**src/rtl/tinyrv_pkg.sv**
```systemverilog
// tinyrv_pkg: shared definitions for the tinyrv core.
//   XLEN / ILEN       : datapath and instruction widths (both 16)
//   OP_*              : 3-bit major opcodes, found in instr[15:13]
//   fetch_state_e     : instruction-fetch FSM encoding
//   fetch_entry_t     : one buffered fetch result {pc, instr}
//   RESET_PC_DEFAULT  : default byte address of the first fetch
package tinyrv_pkg;

  localparam int XLEN = 16;
  localparam int ILEN = 16;

  localparam logic [XLEN-1:0] RESET_PC_DEFAULT = 16'h0000;

  localparam logic [2:0] OP_ADD  = 3'd0;
  localparam logic [2:0] OP_ADDI = 3'd1;
  localparam logic [2:0] OP_NAND = 3'd2;
  localparam logic [2:0] OP_LUI  = 3'd3;
  localparam logic [2:0] OP_SW   = 3'd4;
  localparam logic [2:0] OP_LW   = 3'd5;
  localparam logic [2:0] OP_BEQ  = 3'd6;
  localparam logic [2:0] OP_JALR = 3'd7;

  typedef enum logic [1:0] {
    FETCH_HI = 2'd0,
    FETCH_LO = 2'd1,
    STALL    = 2'd2
  } fetch_state_e;

  typedef struct packed {
    logic [XLEN-1:0] pc;
    logic [ILEN-1:0] instr;
  } fetch_entry_t;

  function automatic logic [2:0] opcode_of(input logic [ILEN-1:0] i);
    return i[15:13];
  endfunction

endpackage

```
**src/rtl/fetch_fifo.sv**
```systemverilog
// fetch_fifo: synchronous DEPTH-entry buffer of {pc, instr} entries.
//   clk, rst_n      : clock, synchronous active-low reset
//   flush_i         : drop every entry (wins over push/pop)
//   push_i/push_data_i : write an entry; accepted when not full or popping
//   pop_i           : retire the head entry (ignored when empty)
//   head_o          : head entry, all zeros while empty
//   empty_o/full_o  : occupancy flags
//   almost_full_o   : exactly one free slot left
module fetch_fifo
  import tinyrv_pkg::*;
#(
  parameter int DEPTH = 2
) (
  input  logic         clk,
  input  logic         rst_n,
  input  logic         flush_i,
  input  logic         push_i,
  input  fetch_entry_t push_data_i,
  input  logic         pop_i,
  output fetch_entry_t head_o,
  output logic         empty_o,
  output logic         full_o,
  output logic         almost_full_o
);

  localparam int PW = (DEPTH > 1) ? $clog2(DEPTH) : 1;
  localparam int CW = $clog2(DEPTH + 1);

  fetch_entry_t  mem_q [DEPTH];
  logic [PW-1:0] rd_q, wr_q;
  logic [CW-1:0] cnt_q;
  logic          do_push, do_pop;

  function automatic logic [PW-1:0] next_ptr(input logic [PW-1:0] p);
    return (p == PW'(DEPTH - 1)) ? '0 : p + 1'b1;
  endfunction

  assign empty_o       = (cnt_q == '0);
  assign full_o        = (cnt_q == CW'(DEPTH));
  assign almost_full_o = (cnt_q == CW'(DEPTH - 1));
  assign do_pop        = pop_i && !empty_o;
  assign do_push       = push_i && (!full_o || do_pop);

  // Gate the head so an empty buffer presents a clean zero word.
  assign head_o = empty_o ? '0 : mem_q[rd_q];

  always_ff @(posedge clk) begin
    if (!rst_n || flush_i) begin
      rd_q  <= '0;
      wr_q  <= '0;
      cnt_q <= '0;
    end else begin
      if (do_push) begin
        mem_q[wr_q] <= push_data_i;
        wr_q        <= next_ptr(wr_q);
      end
      if (do_pop) rd_q <= next_ptr(rd_q);
      case ({do_push, do_pop})
        2'b10:   cnt_q <= cnt_q + 1'b1;
        2'b01:   cnt_q <= cnt_q - 1'b1;
        default: cnt_q <= cnt_q;
      endcase
    end
  end

endmodule

```
**src/rtl/instr_fetch.sv**
```systemverilog
// instr_fetch: fetches 16-bit big-endian instructions one byte at a time
// from program memory and buffers them for decode.
//   clk, rst_n                 : clock, synchronous active-low reset
//   mem_req/mem_addr           : registered byte-read request
//   mem_ack/mem_rdata          : beat completes on mem_req && mem_ack
//   instr_valid/instr_ready    : decode handshake
//   instr/instr_pc             : FIFO head {instr word, its byte address}
//   redirect_valid/redirect_pc : flush and refetch from a new address
module instr_fetch
  import tinyrv_pkg::*;
#(
  parameter logic [XLEN-1:0] RESET_PC   = RESET_PC_DEFAULT,
  parameter int              FIFO_DEPTH = 2
) (
  input  logic            clk,
  input  logic            rst_n,
  output logic            mem_req,
  output logic [XLEN-1:0] mem_addr,
  input  logic            mem_ack,
  input  logic [7:0]      mem_rdata,
  output logic            instr_valid,
  input  logic            instr_ready,
  output logic [ILEN-1:0] instr,
  output logic [XLEN-1:0] instr_pc,
  input  logic            redirect_valid,
  input  logic [XLEN-1:0] redirect_pc
);

  fetch_state_e    state_q;
  logic [XLEN-1:0] fetch_pc_q;
  logic [7:0]      hi_q;
  logic            mem_req_q;
  logic [XLEN-1:0] mem_addr_q;

  logic            beat, pop, push, fills;
  logic            fifo_empty, fifo_full, fifo_afull;
  logic [XLEN-1:0] redir_pc, pc_plus1, pc_plus2;
  fetch_entry_t    push_entry, head;

  assign beat     = mem_req_q && mem_ack;
  assign pop      = instr_valid && instr_ready;
  // A low-byte beat racing a redirect belongs to the old stream: drop it.
  assign push     = (state_q == FETCH_LO) && beat && !redirect_valid
                    && (!fifo_full || pop);
  // After this push the buffer is full unless decode frees a slot now.
  assign fills    = fifo_afull && !pop;
  assign redir_pc = {redirect_pc[XLEN-1:1], 1'b0};
  assign pc_plus1 = fetch_pc_q + 16'd1;
  assign pc_plus2 = fetch_pc_q + 16'd2;

  assign push_entry.pc    = fetch_pc_q;
  assign push_entry.instr = {hi_q, mem_rdata};

  fetch_fifo #(.DEPTH(FIFO_DEPTH)) u_fifo (
    .clk           (clk),
    .rst_n         (rst_n),
    .flush_i       (redirect_valid),
    .push_i        (push),
    .push_data_i   (push_entry),
    .pop_i         (pop),
    .head_o        (head),
    .empty_o       (fifo_empty),
    .full_o        (fifo_full),
    .almost_full_o (fifo_afull)
  );

  assign instr_valid = !fifo_empty;
  assign instr       = head.instr;
  assign instr_pc    = head.pc;
  assign mem_req     = mem_req_q;
  assign mem_addr    = mem_addr_q;

  always_ff @(posedge clk) begin
    if (!rst_n) begin
      state_q    <= FETCH_HI;
      fetch_pc_q <= RESET_PC;
      hi_q       <= '0;
      mem_req_q  <= 1'b0;
      mem_addr_q <= RESET_PC;
    end else if (redirect_valid) begin
      state_q    <= FETCH_HI;
      fetch_pc_q <= redir_pc;
      hi_q       <= '0;
      mem_req_q  <= 1'b1;
      mem_addr_q <= redir_pc;
    end else begin
      case (state_q)
        FETCH_HI: begin
          // Request is low only right after reset; address already set.
          if (!mem_req_q) begin
            mem_req_q <= 1'b1;
          end else if (beat) begin
            hi_q       <= mem_rdata;
            state_q    <= FETCH_LO;
            mem_addr_q <= pc_plus1;
          end
        end
        FETCH_LO: begin
          if (beat) begin
            fetch_pc_q <= pc_plus2;
            mem_addr_q <= pc_plus2;
            if (fills) begin
              state_q   <= STALL;
              mem_req_q <= 1'b0;
            end else begin
              state_q   <= FETCH_HI;
            end
          end
        end
        STALL: begin
          if (pop) begin
            state_q   <= FETCH_HI;
            mem_req_q <= 1'b1;
          end
        end
        default: begin
          state_q   <= FETCH_HI;
          mem_req_q <= 1'b0;
        end
      endcase
    end
  end

endmodule

```
**config.mk**
```make
export PLATFORM = sky130hd
export DESIGN_NAME = instr_fetch
export DESIGN_NICKNAME = d
export VERILOG_FILES = /design/src/rtl/tinyrv_pkg.sv /design/src/rtl/fetch_fifo.sv /design/src/rtl/instr_fetch.sv
export SDC_FILE = /design/constraint.sdc
export NUM_CORES = 1
export LEC_CHECK = 0
export ABC_AREA = 1
export BUFFER_PORTS_ARGS = -buffer_cell sky130_fd_sc_hd__buf_2
export CORE_ASPECT_RATIO = 0.75
export CORE_UTILIZATION = 49
export DETAILED_ROUTE_END_ITERATION = 6
export PLACE_DENSITY = 0.68
export SETUP_SLACK_MARGIN = 0.05
export SLEW_MARGIN = 20
export SYNTH_ARGS = -nofsm -noshare
export SYNTH_HDL_FRONTEND = slang
export SYNTH_SLANG_ARGS = --single-unit
```
**constraint.sdc**
```tcl
create_clock -name clk -period 3.4 [get_ports clk]
set_input_delay 0.17 -clock clk [delete_from_list [all_inputs] [get_ports clk]]
set_output_delay 0.17 -clock clk [all_outputs]
set_load 0.01 [all_outputs]
```
==> impl_metrics.csv, run 1 <==
group,metric,value,unit
finish,antenna-diode-count,0,
clock_tree,clockBufferDepth,2,
job,max_cap_viol_count,0,
setup_path,critPathCaptureType,"flop",
clock_tree,cts_made_buffers,9,
routing,routedWlPerCell,14.6,um
timing,fmaxAchievable,433,MHz
clock_tree,post_cts_buffers,0,
setup_path,crit_path_max_fanout,22,
timing,finalCritPeriodShare,0.679,
global_routing,grt_pass1_vias,3371,
timing,worst_slew_pin_slew,1.02,ns
routing,routed_wl,10.9,mm
clock_tree,insertion_delay,0.34,ns
timing,drv_slew,0,
clock_tree,clk_pin_slew,0.07,ns
pwr,p_per_area,469,mW/mm2
yosys,yosysSeqAreaShare,0.583,
routing,drtIter0Drc,232,
global_routing,antenna_found_initial,0,
timing,fin_crit,2.31,ns
yosys,synth_flop_cell,"edfxtp_1",
global_routing,grt_pass1_wl,17.0,mm
timing,hold_ws,0.0310,ns
clock_tree,clock_sinks,109,
pwr,p_leak,0.00236,uW
finish,finalNonFillerCells,746,
timing,rsz0062_at_grt,"false",
finish,nets,647,
global_routing,track_usage,0.221,
setup_path,r2r_slack,1.09,ns
routing,drc,0,
timing,fin_ws,1.09,ns
floorplanning,core,0.00927,mm2
place,placedCellCount,730,
floorplanning,die-height,87.8,um
finish,syn2layout_area_growth,17.0,%
yosys,synth_edf_count,62,
global_routing,grt_overflow,0,
finish,layout_common_cells,"nand2_1, nor2_1, buf_2",
routing,drtAntennaViolNets,0,
floorplanning,io_pins,79,
floorplanning,initial_utilization,0.518,
min_path,hp-class,"in -> reg",
timing,hold_viol,0,
yosys,syn_area,0.00480,mm2
yosys,synthArstFlopShare,0,
setup_path,worstPathArrival,2.36,ns
yosys,synth-seq-cells,109,
yosys,avgSynthCellArea,8.90,um2
place,placed_area,0.00533,mm2
yosys,syn_nets,574,
timing,setup_tns,0,ns
place,gp_congestion,0.886,
timing,max_slew_margin,0.317,
pwr,peakVddDrop,0.300,mV
floorplanning,die_area,0.0102,mm2
place,port_buffers,76,
finish,finalInstanceArea,0.00562,mm2
yosys,synthCells,540,
clock_tree,tritoncts,"built",
routing,drt_first_pass_iters,5,
finish,final_common_cell,"nand2_1",
yosys,yosysUniqueCellTypes,33,
timing,clock_skew,0.00882,ns
place,dp_slack,1.08,ns
yosys,ys_warn_count,0,
routing,vias,3879,
floorplanning,die_w,116,um
place,hpwl,7.25,mm
finish,drive_gt1_frac,0.188,
clock_tree,h-tree-depth,3,
run_status,status,"finished, final reports clean",
clock_tree,hold_buffers,0,
setup_path,crit_required,3.45,ns
floorplanning,rows,30,
routing,avgViaCountPerCell,5.20,
timing,setup_viol,0,
clock_tree,post_cts_resized,0,
global_routing,grt_max_degree,33,
clock_tree,cts_root_buf,"clkbuf_16",
setup_path,start_kind,"flop",
setup_path,criticalPathCategory,"reg -> reg",
worst paths after layout:
path / end / depth (start not counted) / start
max: u_fifo.mem_q[1][7]$_DFFE_PP_ / 9 / state_q[0]$_SDFFE_PP0P_
max reg2reg: u_fifo.mem_q[1][7]$_DFFE_PP_ / 9 / state_q[0]$_SDFFE_PP0P_
min reg2reg: u_fifo.mem_q[0][15]$_DFFE_PP_ / 0 / hi_q[7]$_SDFFE_PP0P_
min: u_fifo.mem_q[0][0]$_DFFE_PP_ / 1 / mem_rdata[0]
where the power goes:
group          switching (uW)  leakage (uW)  total [uW]  internal [uW]
sequential               32.3      0.000959        1450           1420
clock                     478      0.000143        1010            530
combinational             115       0.00125         180           64.8
state kept, by name, indices dropped and copies added (netlist names), named ones only:
| register | flops |
|---|---|
| hi_q | 8 |
| u_fifo.cnt_q | 2 |
| mem_req | 1 |
| state_q | 2 |
| mem_addr | 16 |
| u_fifo.rd_q | 1 |
| fetch_pc_q | 15 |
| u_fifo.mem_q | 62 |
| u_fifo.wr_q | 1 |
final cells by class:
class                           instances  area (um2)
Inverter                               37         139
Clock inverter                          6        55.1
Clock buffer                           10         239
Sequential cell                       109        2800
Timing Repair Buffer                   85         460
Fill cell                             814        3650
Multi-Input combinational cell        371        1760
Tap cell                              128         160
cells in the mapped netlist (9+ instances only):
| cell type | count | area, um2 |
|---|---|---|
| nand2_1 | 112 | 420 |
| nor2_1 | 96 | 360 |
| edfxtp_1 | 62 | 1860 |
| o21ai_0 | 50 | 250 |
| dfxtp_1 | 47 | 941 |
| a21oi_1 | 46 | 230 |
| inv_1 | 32 | 120 |
| nand3_1 | 17 | 85.1 |
| clkbuf_1 | 12 | 45.0 |
| xor2_1 | 11 | 96.3 |
| a31oi_1 | 9 | 56.3 |
| buf_2 | 9 | 45.0 |
cell families (layout without fill, tap and decap cells):
group / Yosys count / count (layout) / share of synthesized area
DFF: 109 / 109 / 0.583
buffers and inverters: 60 / 138 / 0.0516
adders and majority gates: 5 / 5 / 0.0130
other: 1 / 1 / 0.000781
xor gates and xnor gates: 11 / 11 / 0.0201
and+or+nand+nor: 242 / 242 / 0.208
AOI/OAI and AO/OA: 112 / 112 / 0.123
critical path, stage by stage, from the launching register on:
cell     delay [ns]
dfxtp_1        0.36
inv_2          0.07
nor2_4         0.09
inv_2          0.15
nor2_4         0.18
inv_2          0.09
nor2_8         0.18
nand2_1        0.17
nor3_4         0.46
buf_12         0.25
per-layer routing:
metal,global-route usage,vias up,share of wire
li1,-,1955,-
met1,0.316,1781,0.49
met5,0,-,0
met3,0.0457,11,0.056
met2,0.338,132,0.44
met4,0.0688,0,0.012
per-stage QoR:
| step | util | power (uW) |
|---|---|---|
| after floorplan | - | 1580 |
| after global placement | 0.574 | 1650 |
| after detailed placement | 0.574 | 1660 |
| after CTS | 0.606 | 2660 |
| after global routing | 0.606 | 2720 |
| final | 0.606 | 2640 |
Power figures use the tool's default switching activity.
==> inputs of run 2 (changes only) <==
==> constraint.sdc (replaced) <==
create_clock -name clk -period 2.38 [get_ports clk]
set_input_delay 0.119 -clock clk [delete_from_list [all_inputs] [get_ports clk]]
set_output_delay 0.119 -clock clk [all_outputs]
set_load 0.01 [all_outputs]
==> impl_metrics.csv, run 2 (same netlist as run 1, synthesis figures left out) <==
group,metric,value,unit
timing,fin_crit,1.95,ns
finish,syn2layout_area_growth,19.3,%
timing,hold_ws,0.0691,ns
finish,num-fill-cells,809,
floorplanning,die-height,87.8,um
pwr,peakVddDrop,0.339,mV
setup_path,crit_path_max_fanout,32,
routing,vias,3972,
floorplanning,rows,30,
finish,regMostFlops,"u_fifo.mem_q",
clock_tree,insertion_delay,0.35,ns
timing,worst_slew_pin_slew,0.616,ns
place,hpwl,7.50,mm
place,placedCellCount,733,
min_path,hp-class,"in -> reg",
run_status,status,"finished, final reports clean",
pwr,p_per_area,659,mW/mm2
setup_path,critPathBufInv,4,
timing,fmaxAchievable,513,MHz
floorplanning,io_pins,79,
floorplanning,die_area,0.0102,mm2
finish,final_common_cell,"nand2_1",
pwr,finalPower,3780,uW
routing,avgViaCountPerCell,5.25,
routing,routed_wl,11.2,mm
floorplanning,die_w,116,um
clock_tree,tritoncts,"built",
routing,drtAntennaViolNets,0,
clock_tree,h-tree-depth,3,
global_routing,track_usage,0.236,
routing,drtIter0Drc,264,
pwr,power_frac_comb,0.071,
timing,drv_slew,0,
routing,drt_first_pass_iters,5,
setup_path,crit_family,"buffers and inverters",
setup_path,path_cells,"inv_1, ha_1, inv_1, buf_4, o21ai_0, nor2_1, buf_2",
setup_path,cpMostUsedCell,"inv_1",
finish,finalNonFillerCells,757,
finish,largest_reg_flops,62,
pwr,p_clk_frac,0.380,
setup_path,start_kind,"flop",
pwr,p_leak,0.00240,uW
setup_path,criticalPathCategory,"reg -> out",
global_routing,grt_pass1_vias,3698,
pwr,swShare,0.243,
global_routing,grt_pass1_wl,18.1,mm
clock_tree,clk_pin_slew,0.07,ns
pwr,pwr-share-seq,0.549,
timing,max_slew_margin,0.589,
setup_path,worstPathArrival,1.83,ns
setup_path,slowest_delay,0.37,ns
timing,setup_tns,0,ns
clock_tree,clock_sinks,109,
setup_path,critical_path.slowest_cell,"dfxtp_1",
global_routing,grt_overflow,0,
clock_tree,clockBufferDepth,2,
timing,setup_viol,0,
floorplanning,initial_utilization,0.518,
setup_path,crit_required,2.26,ns
pwr,switchingPower,917,uW
place,port_buffers,76,
timing,clock_skew,0.00654,ns
global_routing,antenna_found_initial,0,
timing,finalCritPeriodShare,0.820,
clock_tree,cts_root_buf,"clkbuf_16",
clock_tree,cts_made_buffers,9,
setup_path,critPathCaptureType,"output pin",
place,gp_congestion,0.921,
floorplanning,core,0.00927,mm2
finish,nets,658,
place,dp_slack,0.511,ns
routing,drc,0,
global_routing,grt_max_degree,33,
finish,antenna-diode-count,0,
timing,rsz0062_at_grt,"false",
routing,routedWlPerCell,14.8,um
timing,hold_viol,0,
timing,fin_ws,0.430,ns
job,max_cap_viol_count,0,
finish,layout_common_cells,"nand2_1, nor2_1, buf_2",
finish,drive_gt1_frac,0.188,
pwr,intPower,2860,uW
run 2: routing by layer:
layer / up-vias / routed length, um / track usage
li1: 1968 / - / -
met3: 10 / 813 / 0.0547
met2: 149 / 5150 / 0.378
met4: 0 / 88 / 0.0664
met1: 1845 / 5190 / 0.322
met5: - / 0 / 0
run 2: final timing paths:
kind,start,endpoint,slack (ns),depth (start not counted)
worst min-delay path,redirect_pc[5],fetch_pc_q[5]$_SDFFE_PN0P_,0.07,3
worst max register to register,state_q[0]$_SDFFE_PP0P_,u_fifo.mem_q[1][25]$_DFFE_PP_,0.51,9
worst min register to register,hi_q[7]$_SDFFE_PP0P_,u_fifo.mem_q[1][15]$_DFFE_PP_,0.46,0
worst max-delay path,u_fifo.cnt_q[0]$_SDFFE_PP0P_,instr_pc[12],0.43,7
run 2: what timing repair did:
action	4_1_cts	5_1_grt
buffers inserted	0	0
hold endpoints to repair	16	0
hold buffers	8	0
resized for setup	0	0
run 2: power by group through the flow:
stage	registers, uW	clock network, uW	logic (uW)
floorplan	2110	0	157
global placement	2110	0	251
detailed placement	2110	0	256
CTS	2070	1460	268
global route	2080	1550	302
finish	2070	1430	269
run 2: cell type report:
cell class	instances	area, um2	area share
flip-flops and latches	109	2800	0.489
multi-input cells	371	1760	0.308
repair buffers	96	576	0.100
clock buffers	10	229	0.0400
well taps	128	160	0.0279
inverters	37	139	0.0242
clock inverters	6	61.3	0.0107
run 2: metrics by stage:
stage / utilization / instance area, um2
detailed placement: 0.578 / 5360
global placement: 0.578 / 5360
floorplan: - / 4810
CTS: 0.618 / 5730
finish: 0.618 / 5730
global route: 0.618 / 5730
run 2: worst register-to-register path: stages, from the launching register on:
cell,delay [ns]
dfxtp_1,0.36
inv_2,0.07
nor2_4,0.09
inv_2,0.05
nor2_4,0.13
inv_2,0.09
nor2_8,0.18
nand2_1,0.17
nor3_4,0.18
buf_12,0.23
==> inputs of run 3 (changes only) <==
==> constraint.sdc (replaced) <==
create_clock -name clk -period 1.85 [get_ports clk]
set_input_delay 0.0925 -clock clk [delete_from_list [all_inputs] [get_ports clk]]
set_output_delay 0.0925 -clock clk [all_outputs]
set_load 0.01 [all_outputs]
==> impl_metrics.csv, run 3 (same netlist as run 1, synthesis figures left out) <==
group,metric,value,unit
timing,finalCritPeriodShare,0.945,
floorplanning,die-height,87.8,um
clock_tree,clk_pin_slew,0.07,ns
place,placedCellCount,739,
global_routing,grt_pass1_vias,3605,
finish,final_common_cell,"nand2_1",
global_routing,track_usage,0.237,
setup_path,crit_required,1.76,ns
pwr,finalPower,5020,uW
global_routing,grt_overflow,0,
setup_path,crit_path_max_fanout,8,
pwr,peakVddDrop,0.593,mV
routing,routed_wl,11.8,mm
routing,drtAntennaViolNets,0,
setup_path,worstPathArrival,1.66,ns
setup_path,criticalPathCategory,"reg -> out",
clock_tree,clockBufferDepth,2,
place,hpwl,7.41,mm
finish,largest_reg_flops,62,
routing,routedWlPerCell,15.3,um
place,gp_congestion,0.897,
routing,drtIter0Drc,348,
finish,regMostFlops,"u_fifo.mem_q",
place,port_buffers,76,
clock_tree,insertion_delay,0.35,ns
finish,layout_common_cells,"nand2_1, nor2_1, buf_2",
place,placed_area,0.00545,mm2
routing,vias,4006,
timing,fmaxAchievable,572,MHz
routing,drc,0,
finish,nets,672,
clock_tree,clock_sinks,109,
floorplanning,core,0.00927,mm2
clock_tree,cts_made_buffers,9,
floorplanning,die_w,116,um
global_routing,grt_pass1_wl,17.9,mm
finish,syn2layout_area_growth,25.4,%
global_routing,grt_max_degree,32,
finish,antenna-diode-count,0,
clock_tree,tritoncts,"built",
timing,fin_crit,1.75,ns
global_routing,antenna_found_initial,0,
timing,clock_skew,0.00896,ns
clock_tree,cts_root_buf,"clkbuf_16",
finish,finalInstanceArea,0.00602,mm2
setup_path,critPathCaptureType,"output pin",
setup_path,start_kind,"flop",
timing,rsz0062_at_grt,"true",
pwr,p_leak,0.00252,uW
clock_tree,h-tree-depth,3,
timing,drv_slew,0,
timing,setup_tns,0,ns
run_status,status,"finished, final reports clean",
floorplanning,rows,30,
min_path,hp-class,"in -> reg",
floorplanning,io_pins,79,
job,max_cap_viol_count,0,
finish,drive_gt1_frac,0.224,
pwr,p_per_area,834,mW/mm2
finish,finalNonFillerCells,771,
routing,avgViaCountPerCell,5.20,
timing,setup_viol,0,
routing,drt_first_pass_iters,5,
floorplanning,initial_utilization,0.518,
timing,hold_viol,0,
floorplanning,die_area,0.0102,mm2
[run 3: critical path: stages, from the launching register on]
cell     delay, ns
dfxtp_2       0.33
inv_1         0.08
ha_4          0.17
inv_4         0.07
buf_6         0.13
buf_12        0.13
o21ai_1       0.06
nor2_1        0.17
buf_2         0.16
[run 3: final cells by class]
| class | instances | area [um2] |
|---|---|---|
| Clock inverter | 7 | 91.3 |
| Timing Repair Buffer | 110 | 793 |
| Sequential cell | 109 | 2810 |
| Tap cell | 128 | 160 |
| Multi-Input combinational cell | 371 | 1800 |
| Fill cell | 778 | 3250 |
| Inverter | 37 | 144 |
| Clock buffer | 9 | 225 |
[run 3: routing by layer]
metal  part of all wire  vias to the layer above  global-route usage
met4             0.0096                        0              0.0559
met3              0.071                       11              0.0588
met1               0.46                     1833               0.322
li1                   -                     2004                   -
met2               0.46                      158               0.382
met5                  0                        -                   0
[run 3: power by group]
| group | internal [uW] | switching [uW] | total [uW] |
|---|---|---|---|
| Sequential | 2610 | 52.8 | 2660 |
| Combinational | 145 | 228 | 373 |
| Clock | 1080 | 910 | 1990 |
| Total | 3830 | 1190 | 5020 |
[run 3: path summary, 6_finish.rpt]
check	from	end	slack, ns	depth (start not counted)
setup / recovery	u_fifo.cnt_q[1]$_SDFFE_PP0P_	instr_pc[2]	0.10	8
hold / removal	redirect_pc[2]	mem_addr[2]$_SDFFE_PN0P_	0.04	3
setup reg to reg	u_fifo.cnt_q[1]$_SDFFE_PP0P_	u_fifo.mem_q[1][5]$_DFFE_PP_	0.13	9
hold reg to reg	hi_q[5]$_SDFFE_PP0P_	u_fifo.mem_q[1][13]$_DFFE_PP_	0.46	0
[run 3: repair_timing]
action / 4_1_cts / 5_1_grt
hold endpoints to repair: 17 / 0
resized for setup: 5 / 14
endpoints found under the setup margin: 31 / 89
gates cloned: 1 / 3
hold buffers: 8 / 0
setup buffers: 0 / 4
pin swaps: 0 / 5
[run 3: per-stage QoR]
step            util  hold WS, ns  setup WS [ns]
3_5_place_dp   0.587        0.301         0.0972
6_report       0.650       0.0379          0.101
3_3_place_gp   0.587        0.298          0.164
4_1_cts        0.635       0.0259         0.0320
2_1_floorplan      -        0.191         -0.361
5_1_grt        0.650       0.0485         0.0354
